**src/rtl/vga_timing_monitor.sv**
```systemverilog
// vga_timing_monitor
//   Receive-side checker for a VGA sync stream (h_sync, v_sync, bright).
//   Measures line and frame timing against the expected geometry, recovers
//   pixel x/y coordinates, reports lock and keeps sticky error flags.
//
// Ports
//   clk_50        in   system clock (all inputs are in this domain)
//   n_reset       in   synchronous active-low reset
//   pix_en        in   pixel strobe; stream inputs are sampled only when high
//   h_sync        in   horizontal sync, active low
//   v_sync        in   vertical sync, active low
//   bright        in   active-video enable
//   err_clr       in   one-cycle pulse clearing err (a new error in the same cycle wins)
//   pix_valid     out  x/y valid for one cycle per bright sample while locked
//   x, y          out  pixel column / row of the last valid pixel
//   locked        out  geometry matched for LOCK_FRAMES consecutive frames
//   err           out  sticky: [0] h_total [1] h_pw [2] h_active [3] v_total/v_pw/v_active
//   h_total_meas  out  last complete line length in pixels (saturating)
//   v_total_meas  out  last complete frame length in lines (saturating)
module vga_timing_monitor #(
    parameter int H_TOTAL     = 800,
    parameter int H_PW        = 96,
    parameter int H_ACTIVE    = 640,
    parameter int V_TOTAL     = 521,
    parameter int V_PW        = 2,
    parameter int V_ACTIVE    = 480,
    parameter int LOCK_FRAMES = 2
) (
    input  logic       clk_50,
    input  logic       n_reset,
    input  logic       pix_en,
    input  logic       h_sync,
    input  logic       v_sync,
    input  logic       bright,
    input  logic       err_clr,
    output logic       pix_valid,
    output logic [9:0] x,
    output logic [8:0] y,
    output logic       locked,
    output logic [3:0] err,
    output logic [9:0] h_total_meas,
    output logic [9:0] v_total_meas
);

    localparam logic [9:0] H_TOTAL_C  = 10'(H_TOTAL);
    localparam logic [9:0] H_PW_C     = 10'(H_PW);
    localparam logic [9:0] H_ACTIVE_C = 10'(H_ACTIVE);
    localparam logic [9:0] V_TOTAL_C  = 10'(V_TOTAL);
    localparam logic [9:0] V_PW_C     = 10'(V_PW);
    localparam logic [9:0] V_ACTIVE_C = 10'(V_ACTIVE);
    localparam logic [3:0] LOCK_C     = 4'(LOCK_FRAMES);

    typedef enum logic [1:0] {ACQUIRE, CHECK, LOCKED} state_t;

    state_t     state, state_nxt;
    logic [3:0] good_cnt, good_cnt_nxt;

    logic       h_prev, b_prev;
    logic       v_line;             // v_sync as sampled at the previous line start
    logic [9:0] h_cnt, hpw_cnt, hact_cnt;
    logic [9:0] v_cnt, vpw_cnt, vact_cnt;
    logic       frame_bad;
    logic [9:0] x_cnt;
    logic [8:0] y_cnt;

    logic       line_start, frame_start, checking, line_has_bright;
    logic [2:0] h_err;
    logic       v_err, frame_good;
    logic [9:0] vact_frame;
    logic [3:0] new_err;
    logic [9:0] x_cur;
    logic [8:0] y_cur;
    logic       pix_hit;

    function automatic logic [9:0] inc10(input logic [9:0] v);
        return (v == 10'h3FF) ? v : v + 10'd1;
    endfunction

    function automatic logic [8:0] inc9(input logic [8:0] v);
        return (v == 9'h1FF) ? v : v + 9'd1;
    endfunction

    assign line_start      = pix_en & h_prev & ~h_sync;
    assign frame_start     = line_start & v_line & ~v_sync;
    assign checking        = (state != ACQUIRE);
    assign line_has_bright = (hact_cnt != 10'd0);

    // Counters hold the line that ends at this line-start sample.
    assign h_err[0] = (h_cnt != H_TOTAL_C);
    assign h_err[1] = (hpw_cnt != H_PW_C);
    assign h_err[2] = line_has_bright && (hact_cnt != H_ACTIVE_C);

    // The line closing at the frame start still belongs to the old frame.
    assign vact_frame = line_has_bright ? inc10(vact_cnt) : vact_cnt;
    assign v_err      = (v_cnt != V_TOTAL_C) || (vpw_cnt != V_PW_C) ||
                        (vact_frame != V_ACTIVE_C);
    assign frame_good = !frame_bad && (h_err == 3'b000) && !v_err;

    assign new_err[2:0] = (line_start && checking) ? h_err : 3'b000;
    assign new_err[3]   = frame_start && checking && v_err;

    assign x_cur   = line_start  ? 10'd0 : x_cnt;
    assign y_cur   = frame_start ? 9'd0  : y_cnt;
    assign pix_hit = pix_en & bright & (state == LOCKED);

    assign locked = (state == LOCKED);

    always_comb begin
        state_nxt    = state;
        good_cnt_nxt = good_cnt;
        if (frame_start) begin
            case (state)
                ACQUIRE: begin
                    state_nxt    = CHECK;
                    good_cnt_nxt = 4'd0;
                end
                CHECK: begin
                    if (frame_good) begin
                        good_cnt_nxt = good_cnt + 4'd1;
                        if (good_cnt + 4'd1 == LOCK_C)
                            state_nxt = LOCKED;
                    end else begin
                        good_cnt_nxt = 4'd0;
                    end
                end
                LOCKED: begin
                    if (!frame_good) begin
                        state_nxt    = CHECK;
                        good_cnt_nxt = 4'd0;
                    end
                end
                default: begin
                    state_nxt    = ACQUIRE;
                    good_cnt_nxt = 4'd0;
                end
            endcase
        end
    end

    always_ff @(posedge clk_50) begin
        if (!n_reset) begin
            state        <= ACQUIRE;
            good_cnt     <= 4'd0;
            h_prev       <= 1'b0;
            b_prev       <= 1'b0;
            v_line       <= 1'b0;
            h_cnt        <= 10'd0;
            hpw_cnt      <= 10'd0;
            hact_cnt     <= 10'd0;
            v_cnt        <= 10'd0;
            vpw_cnt      <= 10'd0;
            vact_cnt     <= 10'd0;
            frame_bad    <= 1'b0;
            x_cnt        <= 10'd0;
            y_cnt        <= 9'd0;
            pix_valid    <= 1'b0;
            x            <= 10'd0;
            y            <= 9'd0;
            err          <= 4'd0;
            h_total_meas <= 10'd0;
            v_total_meas <= 10'd0;
        end else begin
            state     <= state_nxt;
            good_cnt  <= good_cnt_nxt;
            err       <= (err & ~{4{err_clr}}) | new_err;
            pix_valid <= pix_hit;
            if (pix_hit) begin
                x <= x_cur;
                y <= y_cur;
            end
            if (pix_en) begin
                h_prev <= h_sync;
                b_prev <= bright;
                x_cnt  <= bright ? inc10(x_cur) : x_cur;
                // Row advances at the end of each active run.
                y_cnt  <= (b_prev & ~bright) ? inc9(y_cur) : y_cur;
                if (line_start) begin
                    v_line       <= v_sync;
                    h_cnt        <= 10'd1;
                    hpw_cnt      <= 10'd1;
                    hact_cnt     <= {9'd0, bright};
                    h_total_meas <= h_cnt;
                    if (frame_start) begin
                        v_cnt        <= 10'd1;
                        vpw_cnt      <= 10'd1;
                        vact_cnt     <= 10'd0;
                        v_total_meas <= v_cnt;
                        frame_bad    <= 1'b0;
                    end else begin
                        v_cnt <= inc10(v_cnt);
                        if (!v_sync)
                            vpw_cnt <= inc10(vpw_cnt);
                        if (line_has_bright)
                            vact_cnt <= inc10(vact_cnt);
                        if (checking && (h_err != 3'b000))
                            frame_bad <= 1'b1;
                    end
                end else begin
                    h_cnt <= inc10(h_cnt);
                    if (!h_sync)
                        hpw_cnt <= inc10(hpw_cnt);
                    if (bright)
                        hact_cnt <= inc10(hact_cnt);
                end
            end
        end
    end

endmodule

```
**config.mk**
```make
export PLATFORM = sky130hd
export DESIGN_NAME = vga_timing_monitor
export DESIGN_NICKNAME = d
export VERILOG_FILES = /design/src/rtl/vga_timing_monitor.sv
export SDC_FILE = /design/constraint.sdc
export NUM_CORES = 1
export LEC_CHECK = 0
export BUFFER_PORTS_ARGS = -buffer_cell sky130_fd_sc_hd__buf_4
export CAP_MARGIN = 5
export CELL_PAD_IN_SITES_DETAIL_PLACEMENT = 0
export CELL_PAD_IN_SITES_GLOBAL_PLACEMENT = 1
export CORE_ASPECT_RATIO = 1.4
export CORE_MARGIN = 5
export CORE_UTILIZATION = 45
export DETAILED_ROUTE_END_ITERATION = 12
export PLACE_DENSITY = 0.88
export RECOVER_POWER = 25
export SYNTH_ARGS = -nofsm -noshare
export SYNTH_HDL_FRONTEND = slang
export SYNTH_SLANG_ARGS = --single-unit
```
**constraint.sdc**
```tcl
create_clock -name clk_50 -period 4.1 [get_ports clk_50]
set_input_delay 0.205 -clock clk_50 [delete_from_list [all_inputs] [get_ports clk_50]]
set_output_delay 0.205 -clock clk_50 [all_outputs]
set_load 0.03 [all_outputs]
```
# Word level (Yosys, flattened, before mapping)
# Index checks and enable logic that the tools add are counted.
[totals]
word_cells = 129
reg_bits = 133
inputBits = 7
output_inout_bits = 45
[classes]
n_mux = 32
n_eq_ne = 27
n_reduce_logical = 28
bitwise_logic = 13
addsub = 9
[op_table]
columns = ["cell", "n"]
rows = [
  ["$mux W10", 19],
  ["$add A10 B1 Y10 const B", 7],
  ["$eq A10 B10 Y1 const B", 7],
  ["$ne A10 B10 Y1 const B", 3],
  ["$mux W9", 3],
  ["$ne A2 B2 Y1 const B", 8],
  ["$reduce_and A3 Y1", 5],
  ["$ne A10 B2 Y1 const B", 1],
  ["$ne A10 B7 Y1 const B", 1],
  ["$ne A10 B9 Y1 const B", 1],
  ["$reduce_bool A10 Y1", 1],
  ["$add A9 B1 Y9 const B", 1],
  ["$eq A9 B9 Y1 const B", 1],
  ["$mux W4", 2],
  ["$pmux W4 S2", 1],
  ["$reduce_and A4 Y1", 2],
  ["$and A1 B1 Y1", 7],
  ["$logic_and A1 B1 Y1", 7],
  ["$mux W2", 3],
  ["$pmux W2 S3", 1],
  ["$reduce_and A2 Y1", 3],
  ["$reduce_bool A2 Y1", 3],
  ["$add A4 B1 Y4 const B", 1],
  ["$and A4 B4 Y4", 1],
  ["other kinds (14)", 20],
]

# Longest topological paths before layout
[logic_depth]
depth_word = 9
ltp_mapped = 13
depth_no_buf = 11

# Worst setup path before layout
# Ideal clock, no wire load.
[synth_path]
kind = "reg2reg"
start = "register h_prev"
end = "register y_cnt[4]"
slack_ns = 1.489
required_ns = 3.972
synth_period_minus_slack_ns = 2.611
n_path_buf = 2
setup_time_ns = 0.128
arrival_time_ns = 2.484
stages_incl_launch_ff = 14
path_cell_list = "dfxtp_1 -> nand3b_1 -> or2_1 -> clkbuf_1 -> clkbuf_1 -> and2_1 -> ha_1 -> and3_1 -> o2111ai_1 -> nor2_1 -> nor3_1 -> nand4_1 -> xor2_1 -> nor2_1"
[synth_between]
elab_chain_len = 8
word_cells_on_any_way = 9
classes_between = "add/sub: 1; eq/ne: 1; mux: 3; bitwise: 4"
[synth_rtl]
columns = ["item", "line", "rtl"]
rows = [
  ["from (decl)", "58", "logic h_prev, b_prev;"],
  ["from (signal assigned)", "172", "h_prev <= h_sync;"],
  ["$and A1 B1 Y1 * (2 in a row)", "83", "assign line_start = pix_en & h_prev & ~h_sync;"],
  ["$and A1 B1 Y1 * (2 in a row)", "84", "assign frame_start = line_start & v_line & ~v_sync;"],
  ["$mux W9 *", "103", "assign y_cur = frame_start ? 9'd0 : y_cnt;"],
  ["named net y_cur[1]", "72", "logic [8:0] y_cur;"],
  ["$add A9 B1 Y9 or $eq A9 B9 Y1 (tied branches)", "80", "return (v == 9'h1FF) ? v : v + 9'd1;"],
  ["$mux W9 *", "80", ""],
  ["$mux W9 *", "176", "y_cnt <= (b_prev & ~bright) ? inc9(y_cur) : y_cur;"],
  ["to (signal assigned)", "176", ""],
  ["to (decl)", "64", "logic [8:0] y_cnt;"],
]
# Mark *: on every way through the listed nets, which the timed path passes. The rest lies on a longest branch.
# A chain may end at the register's enable or synchronous reset.

# Final worst setup path
[layout_path]
start = "register v_line"
end = "register y_cnt[3]"
[layout_between]
elab_chain_len = 6
word_cells_on_any_way = 7
classes_between = "add/sub: 1; eq/ne: 1; mux: 3; bitwise: 2"
[layout_rtl]
columns = ["item", "line", "rtl"]
rows = [
  ["from (decl)", "59", "logic v_line;"],
  ["from (signal assigned)", "178", "v_line <= v_sync;"],
  ["$and A1 B1 Y1 * (2 in a row)", "84", ""],
  ["$mux W9 *", "103", ""],
  ["named net y_cur[0]", "72", ""],
  ["$add A9 B1 Y9 or $eq A9 B9 Y1 (tied branches)", "80", ""],
  ["$mux W9 *", "80", ""],
  ["$mux W9 *", "176", ""],
]
# Marks and branches as above.

==> qor.yml <==
status: "complete, no violations"
ys_seq_area_share_pct: 42.8
firstDrtPassIters: 4
overflow: 0
slew_headroom_pct: 25.1
total_power_mw: 3.12
worstSetupPathType: "reg -> reg"
rsz0062_at_grt: "false"
max_clock_freq_ghz: 0.347
start_util_pct: 46.3
syn_area_per_cell_um2: 8.10
cp-end-kind: "flip-flop"
ys.flop_type: "dfxtp_1"
worstMarginPinSlew_ps: 1120
p_leak_nw: 2.52
gp_congestion: 0.867
drive_above_1_share_pct: 7.41
fin_area_mm2: 0.00725
die_area_mm2: 0.0163
detail-route-antenna-nets: 0
synth_top_family_by_area: "simple AND/OR/NAND/NOR gates"
io_buffers: 51
utilization_pct: 53.9
cts_root_buf: "clkbuf_16"
synth-simple-area-share_pct: 28.2
path_clk_slew_ps: 60
num_vias: 5553
area_growth_syn_to_layout_pct: 16.6
antenna_found_initial: 0
row_count: 50
cts-resized-gates: 0
hold_path_class: "in -> reg"
initialDrtViolationCount: 228
cp_max_fo: 13
synth.distinct_cells: 66
synthMuxAreaShare_pct: 0.643
totalWireLength_mm: 15.1
dpl_cell_area_mm2: 0.00674
netlist_instances: 768
ys_seq_elements: 133
synthesis.nets: 790
synth_area_leaders: "dfxtp_1 43%, nand2_1 7.2%, a21oi_1 6.0%, nor2_1 5.1%, xor2_1 3.4%"
drc_errors: 0
yosys.area_share.adder_pct: 3.02
netlist_area_mm2: 0.00622
yosysTopAreaCellShare_pct: 42.8
clkLatencyLatePin_ps: 410
grt_pass1_wl_mm: 25.3
grt_usage_pct: 19.0
start_kind: "flip-flop"
setup-tns-final_ps: 0
grt_max_degree: 49
synth-compound-area-share_pct: 15.8
hpwl_mm: 10.7
pre_cts_ws_ps: 1140
cts_tree: "built"
hold_buffers: 0
numCtsBuffers: 17
async_reset_ff_share_pct: 0
synth_xor_area_share_pct: 6.05
min_period_over_period_pct: 70.3
maxCapViolations: 0
power_density_mw_per_mm2: 430
num_antenna_cells: 0
wl_per_cell_um: 15.0
fin_crit_ps: 2880
viasPerCell: 5.53
core_mm2: 0.0135
critPathArrivalTime_ps: 3160
die_h_um: 149
ys_warn_count: 0
whs_path_depth: 3
die_x_um: 109
final_nets: 832
htreeDepth: 4
hold-worst-slack_ps: 70.4
finalHoldViolCount: 0
crit_required_ps: 4380
synth_top_cell_by_area: "dfxtp_1"
clock_path_buffers: 2
clock-skew-final_ps: 7.33
fill_cells: 1292
report.final.slew_viol_count: 0
post_cts_buffers: 0
grt_pass1_vias: 5309
clock-sinks: 133
synth_edf_count: 0
reg2reg_depth: 11
dp.cells: 973
fin_ws_ps: 1220
setup_viol: 0
ir_drop_mv: 0.290
final_cells: 1005
boundaryPins: 52
## power by group
group	internal, mW	switching [mW]
clock network	1.13	0.566
logic	0.0316	0.0757
registers	1.30	0.0105
## registers in the layout, indices dropped and copies added (netlist names)
name / cells
b_prev: 1
hact_cnt: 10
h_cnt: 10
pix_valid: 1
err: 4
good_cnt: 4
frame_bad: 1
h_prev: 1
vpw_cnt: 10
v_total_meas: 10
x_cnt: 10
vact_cnt: 10
state: 2
x: 10
y: 9
h_total_meas: 10
y_cnt: 9
v_cnt: 10
v_line: 1
hpw_cnt: 10
## final timing paths
| kind | end | from | slack (ps) |
|---|---|---|---|
| max | y_cnt[3] | v_line | 1220 |
| min | h_prev | h_sync | 70 |
| max reg2reg | y_cnt[3] | v_line | 1220 |
| min reg2reg | v_total_meas[4] | v_total_meas[4] | 450 |
## logic make-up after synthesis
family,after synthesis
fa+ha+maj,15
buf+inv,56
compound gates,158
simple gates,359
flops,133
mux,4
xor+xnor,43
## metal layers
metal  GRT usage (%)  part of all wire, %  vias to the layer above
li1                -                    -                     2779
met1            22.3                   42                     2617
met2            33.3                   51                      134
met3            4.33                  5.0                       23
met4            6.99                  1.8                        0
met5               0                    0                        -
## area by class of cell
class | instances | area [µm²] | area share (%)
inverter | 22 | 82.6 | 1.14
clock buffer | 22 | 474 | 6.54
timing repair buffer | 57 | 270 | 3.73
tap | 182 | 228 | 3.14
clock inverter | 10 | 193 | 2.66
sequential | 133 | 2660 | 36.7
multi-input combinational | 579 | 3340 | 46.1
## critical path: stages (launching register included)
cell,delay (ps)
dfxtp_1,370
nand2b_1,150
or2_1,400
and2_1,270
ha_1,250
and3_1,220
o2111ai_1,140
nor2_1,110
nor3_1,420
nand3_1,190
xnor2_1,160
nor2_1,60
## cells in the final DEF (no fill, tap or decap), drive strengths merged, types with 8 or more instances in the layout
master  count
nand3      39
xor2       24
nand4      21
a21oi      74
a22oi       8
and3       15
dfxtp     133
nor2       85
ha         15
buf        15
o21ai      30
inv        22
nand2     120
clkbuf     64
nor3       14
xnor2      19
or3        10
## Yosys cell counts (5+ instances only)
master	count
and4_1	7
a211oi_1	6
and3_1	15
nand4_1	20
and2_1	7
a21o_1	5
inv_1	19
nor2b_1	5
a22oi_1	7
nand2b_1	7
dfxtp_1	133
a31oi_1	7
clkbuf_1	28
nor3_1	13
ha_1	15
nor4b_1	5
nor2_1	84
nand3b_1	5
xor2_1	24
a21oi_1	74
o21ai_0	24
xnor2_1	19
nand3_1	39
o21ai_1	5
or3_1	10
nand2_1	120
Note: power is estimated with default switching activity, not from simulation.
